[src/rtl/dma_cmd_queue.sv]
// dma_cmd_queue: DEPTH-entry DMA descriptor FIFO with a single-command
// dispatcher towards the AHB-Lite master, plus flush, occupancy,
// completion counting and sticky error flags.
module dma_cmd_queue #(
   parameter int unsigned DEPTH  = 4,
   parameter int unsigned ADDR_W = 32,
   parameter int unsigned LEN_W  = 6,
   parameter int unsigned CNT_W  = 16
) (
   input  logic                     HCLK,
   input  logic                     HRESET,
   input  logic                     SystemStart,
   input  logic                     Master_Done,
   input  logic                     Flush,
   input  logic                     cmd_valid,
   output logic                     cmd_ready,
   input  logic [ADDR_W-1:0]        cmd_addr,
   input  logic [LEN_W-1:0]         cmd_len,
   output logic                     NewCommandOn,
   output logic [ADDR_W-1:0]        o_DMA_ADDR,
   output logic [LEN_W-1:0]         o_BUFFER_LENGTH,
   output logic [$clog2(DEPTH):0]   o_cmd_count,
   output logic [CNT_W-1:0]         o_done_cnt,
   output logic                     o_overflow,
   output logic                     o_len_err
);

   localparam int unsigned PTR_W = $clog2(DEPTH);
   localparam int unsigned QCW   = PTR_W + 1;

   typedef struct packed {
      logic [ADDR_W-1:0] addr;
      logic [LEN_W-1:0]  len;
   } desc_t;

   typedef enum logic {
      IDLE   = 1'b0,
      ACTIVE = 1'b1
   } state_t;

   state_t            state;
   desc_t             mem [DEPTH];
   logic [PTR_W-1:0]  wr_ptr;
   logic [PTR_W-1:0]  rd_ptr;
   logic              push;
   logic              pop;
   desc_t             head;

   // Queue has room while the registered occupancy is below DEPTH
   assign cmd_ready = (o_cmd_count < QCW'(DEPTH));

   // Accepted push: room, non-zero length, and no flush this cycle
   assign push = cmd_valid && cmd_ready && (cmd_len != '0) && !Flush;

   // Dispatch decision uses the registered count, so there is no bypass
   assign pop  = (state == IDLE) && SystemStart && (o_cmd_count != '0) && !Flush;

   assign head = mem[rd_ptr];

   // Descriptor storage; contents are don't-care until written
   always_ff @(posedge HCLK) begin
      if (push) begin
         mem[wr_ptr] <= desc_t'{addr: cmd_addr, len: cmd_len};
      end
   end

   // FIFO pointers, occupancy and sticky error flags
   always_ff @(posedge HCLK or posedge HRESET) begin
      if (HRESET) begin
         wr_ptr      <= '0;
         rd_ptr      <= '0;
         o_cmd_count <= '0;
         o_overflow  <= 1'b0;
         o_len_err   <= 1'b0;
      end else if (Flush) begin
         // Flush discards queued entries and any push in the same cycle
         rd_ptr      <= wr_ptr;
         o_cmd_count <= '0;
         o_overflow  <= 1'b0;
         o_len_err   <= 1'b0;
      end else begin
         if (push) begin
            wr_ptr <= wr_ptr + PTR_W'(1);
         end
         if (pop) begin
            rd_ptr <= rd_ptr + PTR_W'(1);
         end
         if (push && !pop) begin
            o_cmd_count <= o_cmd_count + QCW'(1);
         end else if (pop && !push) begin
            o_cmd_count <= o_cmd_count - QCW'(1);
         end
         if (cmd_valid && !cmd_ready) begin
            o_overflow <= 1'b1;
         end
         if (cmd_valid && (cmd_len == '0)) begin
            o_len_err <= 1'b1;
         end
      end
   end

   // Dispatcher: present one descriptor until Master_Done, then count it
   always_ff @(posedge HCLK or posedge HRESET) begin
      if (HRESET) begin
         state           <= IDLE;
         NewCommandOn    <= 1'b0;
         o_DMA_ADDR      <= '0;
         o_BUFFER_LENGTH <= '0;
         o_done_cnt      <= '0;
      end else begin
         case (state)
            IDLE: begin
               if (pop) begin
                  o_DMA_ADDR      <= head.addr;
                  o_BUFFER_LENGTH <= head.len;
                  NewCommandOn    <= 1'b1;
                  state           <= ACTIVE;
               end
            end
            ACTIVE: begin
               if (Master_Done) begin
                  NewCommandOn <= 1'b0;
                  o_done_cnt   <= o_done_cnt + CNT_W'(1);
                  state        <= IDLE;
               end
            end
            default: begin
               state        <= IDLE;
               NewCommandOn <= 1'b0;
            end
         endcase
      end
   end

endmodule

[config.mk]
export PLATFORM = sky130hd
export DESIGN_NAME = dma_cmd_queue
export DESIGN_NICKNAME = d
export VERILOG_FILES = /design/src/rtl/dma_cmd_queue.sv
export SDC_FILE = /design/constraint.sdc
export NUM_CORES = 1
export LEC_CHECK = 0
export ABC_AREA = 1
export BUFFER_PORTS_ARGS = -buffer_cell sky130_fd_sc_hd__clkbuf_2
export CAP_MARGIN = 20
export CORE_MARGIN = 1
export CORE_UTILIZATION = 62
export CTS_CLUSTER_DIAMETER = 150
export DETAILED_ROUTE_END_ITERATION = 12
export HOLD_SLACK_MARGIN = 0.06
export PLACE_DENSITY = 0.88
export SLEW_MARGIN = 20
export SYNTH_ARGS = -nofsm -noshare
export SYNTH_HDL_FRONTEND = slang
export SYNTH_SLANG_ARGS = --single-unit
export TNS_END_PERCENT = 100
[constraint.sdc]
create_clock -name HCLK -period 6.7 [get_ports HCLK]
set_clock_uncertainty 0.1 [all_clocks]
set_input_delay 0.335 -clock HCLK [delete_from_list [all_inputs] [get_ports HCLK]]
set_output_delay 0.335 -clock HCLK [all_outputs]
set_load 0.02 [all_outputs]
; ---- Word level (Yosys, flattened, before mapping)
; Memory sizes are Yosys's and may differ from the RTL's. A register that Yosys moved wholly into a read port is not among the register bits.
; Index checks and enable logic that the tools add are counted.
; W data, S select, Z words.
[totals]
mem_bits_ro = 0
ram_bits = 152
memories = 1
latch_bits = 0
ff_bits = 27
[memory_table]
columns = name, depth, width, rd, rd_ports_with_merged_regs, write_ports, line
row1 = mem, 4, 38, 1, 1, 1, 42  ; desc_t mem [DEPTH];
[classes]
muxes = 17
mul = 0
n_lt_le_gt_ge = 1
eq_ne = 2
reduce_logical = 25
div_mod_pow = 0
bitwise = 2
n_shift = 0
n_addsub = 5
[op_table]
columns = op, n
row1 = $add A16 B1 Y16 const B, 1
row2 = $logic_and A1 B1 Y1, 10
row3 = $mux W1, 10
row4 = $mux W3, 3
row5 = $reduce_and A2 Y1, 4
row6 = $logic_not A6 Y1, 1
row7 = $reduce_bool A2 Y1, 3
row8 = $reduce_bool A3 Y1, 2
row9 = $reduce_bool A6 Y1, 1
row10 = $add A2 B1 Y2 const B, 2
row11 = $logic_not A1 Y1, 4
row12 = $mux W2, 2
row13 = $ne A2 B2 Y1 const B, 2
row14 = $pmux W1 S2, 2
row15 = $add A3 B1 Y3 const B, 1
row16 = $lt A3 B3 Y1 const B, 1
row17 = $sub A3 B1 Y3 const B, 1
row18 = $not A1 Y1, 2

; ---- Depth between registers and ports, before layout
; Gate-level depths: netlist of the first run.
[logic_depth]
word_depth = 9
mapped_depth = 12
mapped_depth_nobuf = 12

; ---- Worst setup path before layout of the first run
; No wires, ideal clock.
[synth_timing]
kind = flip-flop to flip-flop
from = register o_cmd_count[2]
to = memory mem[0][0] in the netlist's numbering (enable)
setup_slack_ps = 3624
path_stages_with_launch = 4
synth_period_minus_slack_ps = 3076
arrival_time_ps = 2543
n_path_buf = 0
cell_sequence = dfrtp_1 -> nor3b_2 -> nand2_2 -> nor2_1
[synth_between]
elab_chain_cells = 6
[synth_lines]
columns = element, line
row1 = start: declaration, 22  ; output logic [$clog2(DEPTH):0] o_cmd_count,
row2 = start signal: assignment, 89  ; o_cmd_count <= o_cmd_count + QCW'(1);
row3 = start signal: assignment, 91  ; o_cmd_count <= o_cmd_count - QCW'(1);
row4 = $lt A3 B3 Y1, 50  ; assign cmd_ready = (o_cmd_count < QCW'(DEPTH));
row5 = $logic_and A1 B1 Y1 (3 in series), 53  ; assign push = cmd_valid && cmd_ready && (cmd_len != '0) && !Flush;
row6 = $mux W1, 62  ; if (push) begin
row7 = $mux W1 (not written as such), 63  ; mem[wr_ptr] <= desc_t'{addr: cmd_addr, len: cmd_len};
row8 = end: declaration, 42
; No other way between the ends.

; ---- Worst setup path in the final report of the first run
[layout_timing]
from = register state
to = register o_cmd_count[2]
[layout_between]
elab_chain_cells = 8
[layout_lines]
columns = element, line
row1 = start: declaration, 41  ; state_t state;
row2 = start signal: assignment, 105  ; state <= IDLE;
row3 = start signal: assignment, 117  ; state <= ACTIVE;
row4 = start signal: assignment, 124  ; state <= IDLE;
row5 = $not A1 Y1 (no line) (*), --
row6 = $logic_and A1 B1 Y1 (*) (3 in series), 56  ; assign pop = (state == IDLE) && SystemStart && (o_cmd_count != '0) && !Flush;
row7 = $logic_not A1 Y1, 88  ; if (push && !pop) begin
row8 = $logic_and A1 B1 Y1, 88
row9 = $mux W3, 88
row10 = $mux W3, 75  ; end else if (Flush) begin
; Mark *: on every way between the ends. The rest lies on a longest branch, timed or not.
; A chain may end at the register's enable or synchronous reset.

==> results of run 1 <==
## flip-flops by register name, indices dropped and copies added (netlist names)
register         count
o_len_err            1
o_DMA_ADDR          32
o_done_cnt          16
wr_ptr               2
rd_ptr               2
state                1
NewCommandOn         1
o_BUFFER_LENGTH      6
mem                152
o_cmd_count          3
o_overflow           1
## worst reg2reg max path, cell delays in order, from the launching register on
cell and delay [ns]:
dfrtp_1 0.42, nor2_1 0.30, nand3_4 0.51, nand3_2 0.30, inv_1 0.08, fa_1 0.38
xnor2_1 0.20, inv_1 0.06, nand2_1 0.06, nand2_1 0.05, nand2_1 0.08, nand2_1 0.07
## power by group through the flow
stage | registers [mW] | logic [mW] | clock network (mW)
after floorplan | 1.97 | 0.733 | 0
after global routing | 1.93 | 1.26 | 1.21
after detailed placement | 1.93 | 1.10 | 0
after CTS | 1.90 | 1.14 | 1.16
final | 1.91 | 1.16 | 1.15
after global placement | 1.91 | 1.05 | 0
## cell type report
| cell class | instances | area [um^2] | share of cell area |
|---|---|---|---|
| sequential | 217 | 6200 | 0.601 |
| multi-input combinational | 384 | 2110 | 0.205 |
| clock inverter | 6 | 57.6 | 0.00558 |
| timing repair buffer | 153 | 996 | 0.0966 |
| inverter | 31 | 116 | 0.0113 |
| tap | 176 | 220 | 0.0214 |
| clock buffer | 31 | 614 | 0.0596 |
## cell usage after synthesis, drive strengths merged
cell    number  area share
xnor2        9      0.0092
clkbuf      13      0.0057
a22oi        1     0.00088
xor2         6      0.0061
nor3         2      0.0025
a21oi        3      0.0017
nand2      158       0.071
nand4        5      0.0036
buf         16       0.017
inv         31       0.014
nor3b        1      0.0015
o22ai       38       0.028
mux2i       38       0.044
o21ai       45       0.026
ha           5      0.0073
o211ai       2      0.0017
nand3       10      0.0085
edfxtp     152        0.53
dfrtp       65        0.19
fa           1      0.0023
nor2        60       0.028
## layer usage
metal  wire length (um)  part of all wire  track usage
met1               7160              0.38        0.338
met2               9710              0.52        0.468
met3               1330             0.071       0.0394
met4                531             0.028        0.122
met5                  0                 0            0
## repair_timing
| item | 4_1_cts | 5_1_grt |
|---|---|---|
| hold endpoints to repair | 220 | 0 |
| hold buffers | 43 | 0 |
| setup endpoints to repair | 0 | 0 |
## cells by family (layout without fill, tap and decap cells)
family,Yosys count,after routing,synth area share
flops,217,217,0.722
buf+inv,60,221,0.0360
xor+xnor,15,15,0.0153
mux,38,38,0.0443
fa+ha+maj,6,6,0.00963
compound gates,89,89,0.0583
simple gates,236,236,0.115
## how the worst min path moves through the flow
stage	start	endpoint	slack, ns	depth (start not counted)
2_1_floorplan	Flush	o_len_err	0.30	1
3_3_place_gp	o_DMA_ADDR[30]	o_DMA_ADDR[30]	0.37	2
3_5_place_dp	o_DMA_ADDR[1]	o_DMA_ADDR[1]	0.37	2
4_1_cts	SystemStart	rd_ptr[0]	0.30	6
5_1_grt	SystemStart	rd_ptr[1]	0.39	6
6_report	SystemStart	rd_ptr[1]	0.35	6
==> metrics.md, run 1 <==
| Metric | Value |
|---|---|
| Ports | around 110 |
| Hold Path Class | input port to flop |
| Final setup TNS | 0 ns |
| Startpoint types | flop |
| Clk pwr share | 0.273 |
| Post-Synthesis Cells | around 660 |
| Worst path required time | ~7.0 ns |
| Dpl cell area | about 9200 um^2 |
| Sw Share | 0.344 |
| Final Critical Period | ~2.7 ns |
| Total Power | 4.21 mW |
| Core area | about 13,000 um^2 |
| Setup crit end kind | flop |
| Crit path largest cell delay | 0.51 ns |
| Post-route antenna net violation count | 0 |
| Worst-Margin Slew | around 1.0 ns |
| Setup ws final | about 4.0 ns |
| Port bufs | between 100 and 150 |
| Filler cells | around 740 |
| Fin. Hold Viols | 0 |
| Ant diodes | 0 |
| Final HPWL DP | 10.0 mm |
| Max_cap viols | 0 |
| Leakage | approximately 4.3 nW |
| Post-CTS setup buffers | 0 |
| Routed vias | 5,706 |
| CTS H-tree lvls | 1 |
| Area Growth Syn to Fin | 20.2% |
| Net Sw Power | roughly 1.5 mW |
| Crit path cell chain | nor2_1 -> nand3_4 -> nand3_2 -> inv_1 -> fa_1 -> xnor2_1 -> inv_1 -> nand2_1 -> nand2_1 -> nand2_1 -> nand2_1 |
| Synth unique cells | 32 |
| First-pass GRT wire length | 29.7 mm |
| Ratio of cells with drive above 1 in the final layout | 0.200 |
| CTS tree | done |
| RSZ-0062 raised after global routing | no |
| Worst-path clk slew | approximately 0.070 ns |
| Chip height | around 120 um |
| Final WL | roughly 19 mm |
| Critical Path Source | state |
| Sink Count | around 220 |
| Flops & latches, synth | ~220 |
| DR pass1 iterations | 5 |
| Most frequent cells in the layout | nand2_1, edfxtp_1, clkbuf_2 |
| Die Wd | roughly 120 um |
| Seq pwr share | 0.452 |
| Post-place setup slack | ~4 ns |
| Reg2reg start | state |
| Design area | about 10,000 um^2 |
| Drt initial violations | roughly 460 |
| Critical path depth in cells | 11 |
| Period utilization | 0.405 |
| Syn Nets | about 700 |
| Drt drc | 0 |
| TritonCTS Buffers | 21 |
| Reg2reg end | o_cmd_count[2] |
| GRT Overall Usage | 0.270 |
| Total number of yosys warnings | 0 |
| Flop2flop setup slack | around 4 ns |
| Register area share after synthesis | 0.722 |
| Final cell count without fillers | between 900 and 1,000 |
| Placed insts | ~920 |
| FMAX | 368 MHz |
| Row count | 42 |
| Comb pwr share | 0.275 |
| PostCTS Resize Cnt | 0 |
| Worst Path Buf+Inv | 2 |
| Die area | between 10,000 and 15,000 um^2 |
| Total gr overflow | 0 |
| Pin count of the biggest net entering global routing | a little under 80 |
| Routed vias/inst | 5.72 |
| Worst-Skew Late Latency | between 0.4 and 0.5 ns |
| CP max-delay cell | nand3_4 |
| Syn Area/Cell | roughly 13 um^2 |
| Number of global-route vias before repair | around 5,900 |
| Avg WL per Cell | ~19 um |
| Outcome | complete, no violations |
| CP Max Fanout | 43 |
| Rel. slew slack | 0.302 |
| Int Power | between 2 and 3 mW |
| Layout Utilization | 0.772 |
| PD cells | approximately 400 nW/um^2 |
| Final GP Congestion | 0.789 |
| Initial antenna violation count | 0 |
| Peak supply drop | ~0.29 mV |
| CP delay by family, top | simple AND/OR/NAND/NOR gates |
| Root Driver | clkbuf_16 |
| Crit-path most repeated cell | nand2_1 |
| R2r worst-path depth | 11 |
| Max clock buf depth | 3 |
| Fin nets | about 860 |
| WHS | about 0.35 ns |
| Critical Path End | o_cmd_count[2] |
| Commonest non-fill, non-tap cell in the layout | nand2_1 |
| Crit path kind | flop to flop |
| Slew Viols, Final | 0 |
| Final number of setup-violating endpoints | 0 |
| Arr. time, crit path | ~3.0 ns |
| Initial Utilization | 0.643 |
| Cell area after synthesis | ~8600 um^2 |
Note: power is estimated with default switching activity, not from simulation.
==> inputs of run 2 (changes only) <==
--- a/config.mk
+++ b/config.mk
@@ -5,15 +5,15 @@
 export SDC_FILE = /design/constraint.sdc
 export NUM_CORES = 1
 export LEC_CHECK = 0
-export ABC_AREA = 1
+export ABC_AREA = 0
 export BUFFER_PORTS_ARGS = -buffer_cell sky130_fd_sc_hd__clkbuf_2
 export CAP_MARGIN = 20
 export CORE_MARGIN = 1
-export CORE_UTILIZATION = 62
+export CORE_UTILIZATION = 57
 export CTS_CLUSTER_DIAMETER = 150
 export DETAILED_ROUTE_END_ITERATION = 12
 export HOLD_SLACK_MARGIN = 0.06
-export PLACE_DENSITY = 0.88
+export PLACE_DENSITY = 0.83
 export SLEW_MARGIN = 20
 export SYNTH_ARGS = -nofsm -noshare
 export SYNTH_HDL_FRONTEND = slang
==> constraint.sdc (replaced) <==
create_clock -name HCLK -period 2.7 [get_ports HCLK]
set_clock_uncertainty 0.1 [all_clocks]
set_input_delay 0.135 -clock HCLK [delete_from_list [all_inputs] [get_ports HCLK]]
set_output_delay 0.135 -clock HCLK [all_outputs]
set_load 0.02 [all_outputs]
==> run 2 against run 1 <==
Net effect: via count fell by 25%; power rose to 2.5 times the previous value; first-iteration DRC count fell by 30%; setup slack got worse by 3.9 ns; non-clock buffer count rose by 2; clock power rose to 2.5 times the previous value; clock-buffer cell count fell by 4; global-route usage fell by 5.7 points; register-to-register slack got worse by 3.7 ns; largest power group unchanged.
==> metrics.md, run 2 <==
| Metric | Value |
|---|---|
| CP max-delay cell | or4_4 |
| Max_cap viols | 0 (unchanged) |
| Max FFs per register | 152 (unchanged) |
| Total number of yosys warnings | 0 (unchanged) |
| Core area | 14,100 um^2 (+6.0%) |
| Final HPWL DP | 9.38 mm (-6.2%) |
| Count leader, synth | edfxtp_1 |
| Net Sw Power | 3.18 mW (+120%) |
| Multi-input gate area | 2080 um^2 (-1.4%) |
| Fin nets | 619 (-28%) |
| Comb pwr share | 0.293 (+0.018) |
| Crit path cell chain | dlygate4sd3_1 -> clkbuf_2 -> or4_4 -> o311a_1 -> nor2b_1 -> fa_1 -> nor2_1 -> and3b_1 -> a211o_1 |
| Syn Nets | 456 (-36%) |
| Die area | 15,200 um^2 (+6.4%) |
| Number of global-route vias before repair | 4,496 (-24%) |
| Post-synth EDFFs | 152 (unchanged) |
| Int Power | 7.56 mW (+170%) |
| Yosys top cell area share | 0.543 (+0.0113) |
| Die Wd | 123 um (+3.1%) |
| Worst path required time | 2.98 ns (-3.99 ns) |
| CP Max Fanout | 5 (-88%) |
| Drt drc | 0 (unchanged) |
| Row count | 43 (+2.4%) |
| Top flop regs | mem (152), o_DMA_ADDR (32), o_done_cnt (16) |
| Routed vias/inst | 5.61 (-1.9%) |
| Clk pwr share | 0.273 (about the same) |
| Max clock buf depth | 3 (unchanged) |
| Arr. time, crit path | 2.91 ns (-0.08 ns) |
| Commonest non-fill, non-tap cell in the layout | edfxtp_1 |
| Slew Viols, Final | 0 (unchanged) |
| Initial Utilization | 0.594 (-0.0491) |
| Post-route antenna net violation count | 0 (unchanged) |
| Crit path kind | input port to flop |
| Final number of setup-violating endpoints | 0 (unchanged) |
| Most frequent cells after synthesis | edfxtp_1, dfrtp_1, mux2_4, mux4_2, xnor2_1 |
| Post-Synthesis Cells | 406 (-39%) |
| Routed vias | 4,290 (-25%) |
| Startpoint types | input port |
| Rel. slew slack | 0.292 (-0.0105) |
| Ant diodes | 0 (unchanged) |
| CTS tree | done |
| Fin. Hold Viols | 0 (unchanged) |
| Initial antenna violation count | 0 (unchanged) |
| Sw Share | 0.296 (-0.0486) |
| PD cells | 1040 nW/um^2 (+160%) |
| Final WL | 15.6 mm (-17%) |
| Most frequent cells in the layout | edfxtp_1, clkbuf_2, dfrtp_1 |
| Synth unique cells | 37 (+16%) |
| Sink Count | 217 (unchanged) |
| Top cells by area, synth | edfxtp_1, dfrtp_1, mux4_2 |
| Root Driver | clkbuf_16 |
| Hold Path Class | input port to flop |
| Seq pwr share | 0.434 (-0.018) |
| Leakage | 3.99 nW (-7.7%) |
| Ratio of cells with drive above 1 in the final layout | 0.402 (+0.202) |
| DR pass1 iterations | 4 (-1) |
| TritonCTS Buffers | 22 (+4.8%) |
| Outcome | complete, no violations |
| Area leader, netlist | edfxtp_1 |
| Period utilization | 0.973 |
| Chip height | 123 um (+3.1%) |
| Crit path largest cell delay | 0.56 ns (+0.05 ns) |
| Prevailing post-synth register cell | edfxtp_1 |
| Final setup TNS | 0 ns (unchanged) |
| Peak supply drop | 0.571 mV (+98%) |
| Final GP Congestion | 0.877 (+11%) |
| GRT Overall Usage | 0.213 (-0.0566) |
| Flops & latches, synth | 217 (unchanged) |
| Worst-Margin Slew | 1.06 ns (+0.0158 ns) |
| Worst-Skew Late Latency | 0.50 ns (about the same) |
| Drt initial violations | 324 (-30%) |
| Avg WL per Cell | 20.4 um (+8.5%) |
| Filler cells | 834 (+12%) |
| Port bufs | 104 (unchanged) |
| Fraction of registers with async set/reset | 0.300 (unchanged) |
| Cell area after synthesis | 8400 um^2 (-2.1%) |
| CTS H-tree lvls | 1 (unchanged) |
| Worst-path clk slew | 0.06 ns (about the same) |
| Storage cell area | 6200 um^2 (unchanged) |
| Post-CTS setup buffers | 0 (unchanged) |
| Pin count of the biggest net entering global routing | 39 (-51%) |
| FMAX | roughly 380 MHz |
| Register area share after synthesis | 0.737 (+0.0154) |
| Syn Area/Cell | 20.7 um^2 (+59%) |
| RSZ-0062 raised after global routing | no |
| Ports | 105 (unchanged) |
| Area Growth Syn to Fin | 22.6% |
| First-pass GRT wire length | 23.9 mm (-20%) |
| WHS | 0.131 ns (-0.220 ns) |
| Largest Register | mem |
| Setup crit end kind | flop |
| Total gr overflow | 0 (unchanged) |
| Final Critical Period | ~2.6 ns |
[run 2: path summary, 6_finish.rpt]
path	slack (ns)	to	start	depth (start not counted)
max	0.07	o_cmd_count[1]	cmd_len[1]	9
min	0.13	o_cmd_count[2]	SystemStart	5
max reg2reg	0.26	o_cmd_count[1]	o_cmd_count[2]	8
min reg2reg	0.39	o_done_cnt[15]	o_done_cnt[15]	1
max in group asynchronous	1.65	o_DMA_ADDR[4]	HRESET	4
min in group asynchronous	0.18	o_DMA_ADDR[29]	HRESET	3
[run 2: area by class of cell]
type / instances / area share
repair buffers: 155 / 0.103
flip-flops and latches: 217 / 0.602
well taps: 180 / 0.0219
multi-input cells: 165 / 0.202
clock inverters: 13 / 0.00912
inverters: 8 / 0.00292
clock buffers: 27 / 0.0593
[run 2: logic make-up after synthesis]
kind of cell,count (synthesis),share of synthesized area
AO/OA/AOI/OAI,13,0.0101
XOR/XNOR,19,0.0215
adder cells (fa/ha/maj),6,0.00983
buffers and inverters,24,0.0159
flip-flops,217,0.737
multiplexers,77,0.171
AND/OR/NAND/NOR,50,0.0344
[run 2: critical path, delay by kind of cell]
kind	cells	cell delay (ns)
compound gates	2	0.59
fa+ha+maj	1	0.51
buf+inv	2	0.69
simple gates	4	0.98
[run 2: power groups by stage]
stage | clock network, mW | logic (mW) | registers (mW)
global placement | 0 | 3.05 | 4.67
global route | 3.10 | 3.36 | 4.74
finish | 2.93 | 3.15 | 4.66
floorplan | 0 | 1.93 | 4.98
CTS | 2.97 | 3.19 | 4.67
detailed placement | 0 | 3.11 | 4.72
[run 2: layer usage]
metal,track usage,wire (um),vias to the layer above,share of wire
met4,0.0715,241,0,0.015
met5,0,0,-,0
met1,0.270,6290,2216,0.40
li1,-,-,1915,-
met2,0.380,8330,140,0.54
met3,0.0291,702,19,0.045
[run 2: what timing repair did]
item | CTS | global route
hold buffers | 42 | 0
hold endpoints to repair | 190 | 0
resized for setup | 0 | 0
[run 2: per-stage QoR]
| step | power [mW] | utilization | instance area, um^2 | cells | setup slack [ns] |
|---|---|---|---|---|---|
| after CTS | 10.8 | 0.727 | 10300 | 765 | 0.0921 |
| after global routing | 11.2 | 0.727 | 10300 | 765 | 0.0199 |
| after detailed placement | 7.82 | 0.648 | 9170 | 683 | 0.175 |
| after global placement | 7.72 | 0.648 | 9170 | 683 | 0.254 |
| after floorplan | 6.91 | - | 8400 | 406 | 0.257 |
| final | 10.7 | 0.727 | 10300 | 765 | 0.0735 |
